**config.mk**
```make
export PLATFORM = sky130hd
export DESIGN_NAME = register_write_scheduler_flat
export DESIGN_NICKNAME = d
export VERILOG_FILES = /design/src/rtl/register_write_scheduler_pkg.sv /design/src/rtl/register_write_scheduler_if.sv /design/src/rtl/register_write_scheduler_fifo.sv /design/src/rtl/register_write_scheduler.sv /design/src/flat_wrapper.sv
export SDC_FILE = /design/constraint.sdc
export NUM_CORES = 1
export LEC_CHECK = 0
export BUFFER_PORTS_ARGS = -buffer_cell sky130_fd_sc_hd__buf_2
export CAP_MARGIN = 20
export CORE_MARGIN = 3
export CORE_UTILIZATION = 26
export CTS_CLUSTER_SIZE = 24
export DETAILED_ROUTE_END_ITERATION = 8
export PLACE_DENSITY_LB_ADDON = 0.3
export SKIP_LAST_GASP = 1
export SYNTH_ARGS = -nofsm -noshare
export SYNTH_HDL_FRONTEND = slang
export SYNTH_SLANG_ARGS = --single-unit
export TNS_END_PERCENT = 1
```
**constraint.sdc**
```tcl
create_clock -name i_Clock -period 8.7 [get_ports i_Clock]
set_clock_uncertainty 0.1 [all_clocks]
set_input_delay 1.74 -clock i_Clock [delete_from_list [all_inputs] [get_ports i_Clock]]
set_output_delay 1.74 -clock i_Clock [all_outputs]
set_load 0.01 [all_outputs]
```
**src/rtl/register_write_scheduler_pkg.sv**
```systemverilog
// Shared types for the synth register bus: the {number, value} write record,
// KeyOn decoding and the issue FSM state encoding.
package synth_bus_pkg;

    typedef struct packed {
        logic [15:0] Number;
        logic [15:0] Value;
    } RegisterWrite_t;

    localparam logic [7:0] KEYON_OFFSET = 8'h00;
    localparam logic [4:0] VOICE_FIRST  = 5'd1;
    localparam logic [4:0] VOICE_LAST   = 5'd16;

    typedef enum logic {
        ISSUE_IDLE       = 1'b0,
        ISSUE_HOLD_KEYON = 1'b1
    } issue_state_e;

    // Voice lives in Number[15:11]; operator field 0 and offset 0x00 select KeyOn.
    function automatic logic is_keyon(input RegisterWrite_t w);
        logic [4:0] voice;
        voice = w.Number[15:11];
        return (voice >= VOICE_FIRST) && (voice <= VOICE_LAST) &&
               (w.Number[10:8] == 3'd0) && (w.Number[7:0] == KEYON_OFFSET);
    endfunction

endpackage

```
**src/rtl/register_write_scheduler_if.sv**
```systemverilog
// Write bus from the scheduler into the synth register file, plus the issue
// FSM state for observation.
//
// Handshake: strobe-only, no back-pressure. The synth takes one write on every
// cycle o_RegisterWriteEnable is high; number/value are valid in that cycle and
// hold their last value otherwise.
interface register_write_scheduler_if;
    import synth_bus_pkg::*;

    logic         o_RegisterWriteEnable;
    logic [15:0]  o_RegisterNumber;
    logic [15:0]  o_RegisterValue;
    issue_state_e o_IssueState;

    modport master (
        output o_RegisterWriteEnable,
        output o_RegisterNumber,
        output o_RegisterValue,
        output o_IssueState
    );

    modport slave (
        input o_RegisterWriteEnable,
        input o_RegisterNumber,
        input o_RegisterValue,
        input o_IssueState
    );

endinterface

```
**src/rtl/register_write_scheduler_fifo.sv**
```systemverilog
// Synchronous FIFO of register writes; the head is the registered entry at the
// read pointer, so pop decisions never depend on this cycle's push.
module register_write_fifo
    import synth_bus_pkg::*;
#(
    parameter int  DEPTH = 8,
    localparam int AW    = $clog2(DEPTH),
    localparam int CW    = AW + 1
) (
    input  logic           i_Clock,
    input  logic           i_Reset,
    input  logic           i_Push,
    input  RegisterWrite_t i_PushData,
    input  logic           i_Pop,
    output RegisterWrite_t o_Head,
    output logic           o_Full,
    output logic           o_Empty,
    output logic [CW-1:0]  o_Count
);

    RegisterWrite_t mem_q [DEPTH];
    logic [AW-1:0]  wr_ptr_q, wr_ptr_d;
    logic [AW-1:0]  rd_ptr_q, rd_ptr_d;
    logic [CW-1:0]  count_q, count_d;
    logic           push_ok;
    logic           pop_ok;

    assign o_Full  = (count_q == CW'(DEPTH));
    assign o_Empty = (count_q == '0);
    assign o_Count = count_q;
    assign o_Head  = mem_q[rd_ptr_q];

    // A full FIFO still accepts a push when the head leaves in the same cycle.
    assign pop_ok  = i_Pop && !o_Empty;
    assign push_ok = i_Push && (!o_Full || pop_ok);

    always_comb begin
        wr_ptr_d = wr_ptr_q;
        rd_ptr_d = rd_ptr_q;
        count_d  = count_q;
        if (push_ok) begin
            wr_ptr_d = wr_ptr_q + AW'(1);
        end
        if (pop_ok) begin
            rd_ptr_d = rd_ptr_q + AW'(1);
        end
        case ({push_ok, pop_ok})
            2'b10:   count_d = count_q + CW'(1);
            2'b01:   count_d = count_q - CW'(1);
            default: count_d = count_q;
        endcase
    end

    always_ff @(posedge i_Clock) begin
        if (i_Reset) begin
            wr_ptr_q <= '0;
            rd_ptr_q <= '0;
            count_q  <= '0;
        end else begin
            wr_ptr_q <= wr_ptr_d;
            rd_ptr_q <= rd_ptr_d;
            count_q  <= count_d;
        end
    end

    always_ff @(posedge i_Clock) begin
        if (push_ok) begin
            mem_q[wr_ptr_q] <= i_PushData;
        end
    end

endmodule

```
**src/rtl/register_write_scheduler.sv**
```systemverilog
// SPI front end for the synth register bus: assembles 32-bit write frames,
// queues them and issues them in order, holding KeyOn writes to a sample edge.
module register_write_scheduler
    import synth_bus_pkg::*;
#(
    parameter int  FIFO_DEPTH  = 8,
    parameter int  DEFER_KEYON = 1,
    localparam int LEVEL_W     = $clog2(FIFO_DEPTH) + 1
) (
    input  logic                  i_Clock,
    input  logic                  i_Reset,
    input  logic                  i_SpiClock,
    input  logic                  i_SpiChipSelect_n,
    input  logic                  i_SpiMosi,
    input  logic                  i_SampleReady,
    register_write_scheduler_if.master reg_bus,
    output logic [LEVEL_W-1:0]    o_FifoLevel,
    output logic                  o_Overflow
);

    logic sck_meta_q, sck_meta_d, sck_sync_q, sck_sync_d, sck_prev_q, sck_prev_d;
    logic cs_meta_q, cs_meta_d, cs_sync_q, cs_sync_d;
    logic mosi_meta_q, mosi_meta_d, mosi_sync_q, mosi_sync_d;

    logic [31:0]  shift_q, shift_d;
    logic [4:0]   bit_cnt_q, bit_cnt_d;
    logic [31:0]  frame_word;
    logic         sck_rise;
    logic         frame_push;

    issue_state_e state_q, state_d;
    logic         strobe_q, strobe_d;
    logic [15:0]  number_q, number_d;
    logic [15:0]  value_q, value_d;
    logic         overflow_q, overflow_d;

    RegisterWrite_t     fifo_head;
    logic               fifo_full;
    logic               fifo_empty;
    logic               fifo_pop;
    logic [LEVEL_W-1:0] fifo_count;
    logic               head_is_keyon;

    register_write_fifo #(
        .DEPTH (FIFO_DEPTH)
    ) u_fifo (
        .i_Clock    (i_Clock),
        .i_Reset    (i_Reset),
        .i_Push     (frame_push),
        .i_PushData (RegisterWrite_t'(frame_word)),
        .i_Pop      (fifo_pop),
        .o_Head     (fifo_head),
        .o_Full     (fifo_full),
        .o_Empty    (fifo_empty),
        .o_Count    (fifo_count)
    );

    // SPI receive: every SPI input is resynchronised before use, and a frame
    // is pushed in the same cycle its 32nd bit is shifted.
    always_comb begin
        sck_meta_d  = i_SpiClock;
        sck_sync_d  = sck_meta_q;
        sck_prev_d  = sck_sync_q;
        cs_meta_d   = i_SpiChipSelect_n;
        cs_sync_d   = cs_meta_q;
        mosi_meta_d = i_SpiMosi;
        mosi_sync_d = mosi_meta_q;

        shift_d    = shift_q;
        bit_cnt_d  = bit_cnt_q;
        frame_push = 1'b0;
        frame_word = {shift_q[30:0], mosi_sync_q};
        sck_rise   = sck_sync_q && !sck_prev_q && !cs_sync_q;

        if (cs_sync_q) begin
            bit_cnt_d = '0;
        end else if (sck_rise) begin
            shift_d    = frame_word;
            bit_cnt_d  = bit_cnt_q + 5'd1;
            frame_push = (bit_cnt_q == 5'd31);
        end
    end

    assign head_is_keyon = (DEFER_KEYON != 0) && is_keyon(fifo_head);

    // Issue FSM: a KeyOn at the head blocks everything behind it until a
    // sample pulse arrives after the FSM has entered HOLD_KEYON.
    always_comb begin
        state_d  = state_q;
        fifo_pop = 1'b0;
        case (state_q)
            ISSUE_IDLE: begin
                if (!fifo_empty) begin
                    if (head_is_keyon) begin
                        state_d = ISSUE_HOLD_KEYON;
                    end else begin
                        fifo_pop = 1'b1;
                    end
                end
            end
            ISSUE_HOLD_KEYON: begin
                if (i_SampleReady) begin
                    fifo_pop = 1'b1;
                    state_d  = ISSUE_IDLE;
                end
            end
            default: state_d = ISSUE_IDLE;
        endcase

        strobe_d   = fifo_pop;
        number_d   = fifo_pop ? fifo_head.Number : number_q;
        value_d    = fifo_pop ? fifo_head.Value  : value_q;
        overflow_d = overflow_q || (frame_push && fifo_full && !fifo_pop);
    end

    always_ff @(posedge i_Clock) begin
        if (i_Reset) begin
            sck_meta_q  <= 1'b0;
            sck_sync_q  <= 1'b0;
            sck_prev_q  <= 1'b0;
            cs_meta_q   <= 1'b1;
            cs_sync_q   <= 1'b1;
            mosi_meta_q <= 1'b0;
            mosi_sync_q <= 1'b0;
            shift_q     <= '0;
            bit_cnt_q   <= '0;
            state_q     <= ISSUE_IDLE;
            strobe_q    <= 1'b0;
            number_q    <= '0;
            value_q     <= '0;
            overflow_q  <= 1'b0;
        end else begin
            sck_meta_q  <= sck_meta_d;
            sck_sync_q  <= sck_sync_d;
            sck_prev_q  <= sck_prev_d;
            cs_meta_q   <= cs_meta_d;
            cs_sync_q   <= cs_sync_d;
            mosi_meta_q <= mosi_meta_d;
            mosi_sync_q <= mosi_sync_d;
            shift_q     <= shift_d;
            bit_cnt_q   <= bit_cnt_d;
            state_q     <= state_d;
            strobe_q    <= strobe_d;
            number_q    <= number_d;
            value_q     <= value_d;
            overflow_q  <= overflow_d;
        end
    end

    assign reg_bus.o_RegisterWriteEnable = strobe_q;
    assign reg_bus.o_RegisterNumber      = number_q;
    assign reg_bus.o_RegisterValue       = value_q;
    assign reg_bus.o_IssueState          = state_q;
    assign o_FifoLevel                   = fifo_count;
    assign o_Overflow                    = overflow_q;

endmodule

```
**src/flat_wrapper.sv**
```systemverilog
// flat-port wrapper written by rule: the top's interface ports become plain ports
module register_write_scheduler_flat import synth_bus_pkg::*;
#(
    parameter int  FIFO_DEPTH  = 8,
    parameter int  DEFER_KEYON = 1,
    localparam int LEVEL_W     = $clog2(FIFO_DEPTH) + 1
)
  (i_Clock, i_Reset, i_SpiClock, i_SpiChipSelect_n, i_SpiMosi, i_SampleReady, o_FifoLevel, o_Overflow, reg_bus_o_RegisterWriteEnable, reg_bus_o_RegisterNumber, reg_bus_o_RegisterValue, reg_bus_o_IssueState);
  register_write_scheduler_if reg_bus_i ();
  input  logic i_Clock;
  input  logic i_Reset;
  input  logic i_SpiClock;
  input  logic i_SpiChipSelect_n;
  input  logic i_SpiMosi;
  input  logic i_SampleReady;
  output logic [LEVEL_W-1:0] o_FifoLevel;
  output logic o_Overflow;
  output wire logic [$bits(reg_bus_i.o_RegisterWriteEnable)-1:0] reg_bus_o_RegisterWriteEnable;
  output wire logic [$bits(reg_bus_i.o_RegisterNumber)-1:0] reg_bus_o_RegisterNumber;
  output wire logic [$bits(reg_bus_i.o_RegisterValue)-1:0] reg_bus_o_RegisterValue;
  output wire logic [$bits(reg_bus_i.o_IssueState)-1:0] reg_bus_o_IssueState;
  assign reg_bus_o_RegisterWriteEnable = reg_bus_i.o_RegisterWriteEnable;
  assign reg_bus_o_RegisterNumber = reg_bus_i.o_RegisterNumber;
  assign reg_bus_o_RegisterValue = reg_bus_i.o_RegisterValue;
  assign reg_bus_o_IssueState = reg_bus_i.o_IssueState;
  register_write_scheduler #(.FIFO_DEPTH(FIFO_DEPTH), .DEFER_KEYON(DEFER_KEYON)) u_core (.i_Clock(i_Clock), .i_Reset(i_Reset), .i_SpiClock(i_SpiClock), .i_SpiChipSelect_n(i_SpiChipSelect_n), .i_SpiMosi(i_SpiMosi), .i_SampleReady(i_SampleReady), .reg_bus(reg_bus_i), .o_FifoLevel(o_FifoLevel), .o_Overflow(o_Overflow));
endmodule
```
==> run metrics <==
status=complete, no violations; Post-DP HPWL=14.5 mm; clock transition at the registers of the reported paths=0.06 ns; Initial Utilization=0.266; final setup TNS=0 ns; CP Launch Type=flop; WL/cell=18.6 um; setup bufs post-CTS=0; FP Rows=81; sequential area share after synthesis=0.725; Post-synth EDFFs=256; PnR Total Power=4.20 mW; Slew Limit Headroom=0.412; drc violations=0; antenna-violating nets left=0; Synth Cell Area=13100 sq um; layout cells sized above 1=0.231; Static Leak=4.90 nW; gr ovfl total=0; Tcrit/Tclk final=0.583; most used cell, CP=a21o_1; Top Ports=45; crit path capture type=flop; GRT Util Overall=0.106; DRT Wirelength=28.1 mm; worst hold path type=flop to flop; top_reg_cell synth=edfxtp_1; largest net degree at the start of global routing=51; power density over the cells=275 nW/um^2; Clock Path Buffers=3; first-pass GRT wire length=42.9 mm; critical-path cell list=buf_4 -> mux4_2 -> mux2_2 -> or2_1 -> nor4_4 -> a21oi_1 -> nand2_1 -> inv_1 -> ha_1 -> a21o_1 -> a21o_1 -> a211o_1 -> or4_1 -> a31oi_1; Final Setup Violations=0; Max Transition Viols Final=0; hold_buf cts=0; slew of the pin with the lowest slew margin=0.879 ns; Final Critical Period=5.07 ns; largest stage delay on the critical path=0.69 ns; root buffer cell=clkbuf_16; initial antenna violation count=0; worst-path maximum fanout=30; final-report hold violation count=0; n_diodes=0; dpl cells=1446; arrival time at the worst endpoint=5.41 ns; post-synth top area share=0.586; Pre-antenna DRT Iters=5; Fillers=4852; Setup CP Type=flop to flop; CP required=9.04 ns; syn_nets=779; Die ar.=53200 sq um; RePlAce Congestion=0.701; hold path start=u_core.cs_meta_q$_SDFF_PP1_; Synth Area per Inst=17.1 sq um; Cell variety after synth=51; Vias=6657; CTS Sinks=347; Crit-path slowest cell=dfxtp_4; async set or reset register ratio after synthesis=0; CTS Buf Count=36; nets@finish=833; number of global-route vias before repair=6905; biggest area consumer among synthesized cells=edfxtp_1; Finished Layout Cells=1511; post-DR vias/cell=4.41; Core Footprint=49400 sq um; CTS tree=yes; Resized cells post-CTS=0; synth top area cells=edfxtp_1, dfxtp_1, mux4_2; clock latency at the later pin of the worst-skew pair=0.52 ns; post-layout util=0.309; Fmax=0.197 GHz; initial DRC count=304; Synth warnings=0; Layout area overhead=16.5%; RSZ-0062 raised after global routing=false; H-Tree Depth=2; Max VDD drop=0.000116 V; MaxCap Viol Count=0; Die Wd=231 um; vertical die dimension=231 um; post-synthesis cell count=766; FF+latch count, synth=347; port bufs=44
==> sequential cells by signal (all words and copies together) (netlist names), 3 cells and up, named ones only <==
name and cells:
u_core.reg_bus.o_RegisterNumber 16, u_core.u_fifo.mem_q 256, u_core.u_fifo.wr_ptr_q 3, u_core.shift_q 31
u_core.u_fifo.rd_ptr_q 3, u_core.u_fifo.o_Count 4, u_core.reg_bus.o_RegisterValue 16, u_core.bit_cnt_q 5
==> stage by stage <==
step | cell area [sq um] | worst slack (ns) | hold slack (ns)
finish | 15300 | 3.63 | 0.309
floorplan | 13100 | 2.55 | 0.289
CTS | 15300 | 3.54 | 0.311
global placement | 14100 | 3.66 | 0.299
detailed placement | 14100 | 3.56 | 0.297
global route | 15300 | 3.32 | 0.322
==> power breakdown <==
group	internal (mW)	switching, mW
combinational	0.351	0.422
sequential	1.85	0.0949
clock	0.875	0.608
==> path summary, 6_finish.rpt <==
| check | to | slack [ns] | depth (start not counted) |
|---|---|---|---|
| max | u_core.u_fifo.o_Count[3]$_SDFFE_PP0P_ | 3.63 | 14 |
| min | u_core.cs_sync_q$_SDFF_PP1_ | 0.31 | 1 |
| max reg2reg | u_core.u_fifo.o_Count[3]$_SDFFE_PP0P_ | 3.63 | 14 |
| min reg2reg | u_core.cs_sync_q$_SDFF_PP1_ | 0.31 | 1 |
==> synth_stat cells (all sizes together), types with 6 or more instances <==
cell type / count
dfxtp: 91
nor2: 45
a211oi: 31
nand4: 10
nor3: 13
nor2b: 10
clkbuf: 27
mux2i: 33
mux4: 64
buf: 16
ha: 6
a21oi: 37
nand2: 68
edfxtp: 256
==> cell families after synthesis <==
logic type,Yosys count,share of synthesized area
mux,102,0.140
simple gates,176,0.0653
fa+ha+maj,7,0.00725
xor+xnor,7,0.00468
compound gates,81,0.0420
buf+inv,46,0.0157
flops,347,0.725
==> critical path, delay by kind of cell (launching register included) <==
family / cells / cell delay (ns)
AND/OR/NAND/NOR: 4 / 1.29
AO/OA/AOI/OAI: 5 / 1.07
flip-flops: 1 / 0.69
buffers and inverters: 2 / 0.70
multiplexers: 2 / 0.87
adder cells (fa/ha/maj): 1 / 0.27
==> layout by cell type, fill, tap and decap left out, types with 16 or more instances in the layout <==
master	netlist	layout
clkbuf_16	0	37
a211oi_1	30	30
edfxtp_1	256	256
a21oi_1	37	37
dfxtp_1	91	88
mux4_2	63	63
nand2_1	68	68
buf_2	9	43
buf_4	0	16
nor2_1	45	45
mux2i_1	33	33
==> layer usage <==
layer  wire length, um  vias up  share of wire  track usage
met2             14300      114           0.51        0.187
li1                  -     3101              -            -
met4               573        0          0.020       0.0314
met5                 0        -              0            0
met3              1210       45          0.043       0.0205
met1             12000     3397           0.43        0.131
==> area by class of cell <==
type / instances / area (sq um) / area share
Inverter: 3 / 11.3 / 0.000737
Tap cell: 664 / 831 / 0.0544
Timing Repair Buffer: 59 / 335 / 0.0220
Clock inverter: 16 / 160 / 0.0105
Sequential cell: 347 / 9520 / 0.623
Multi-Input combinational cell: 373 / 3450 / 0.226
Clock buffer: 49 / 971 / 0.0636
Note: power is estimated with default switching activity, not from simulation.
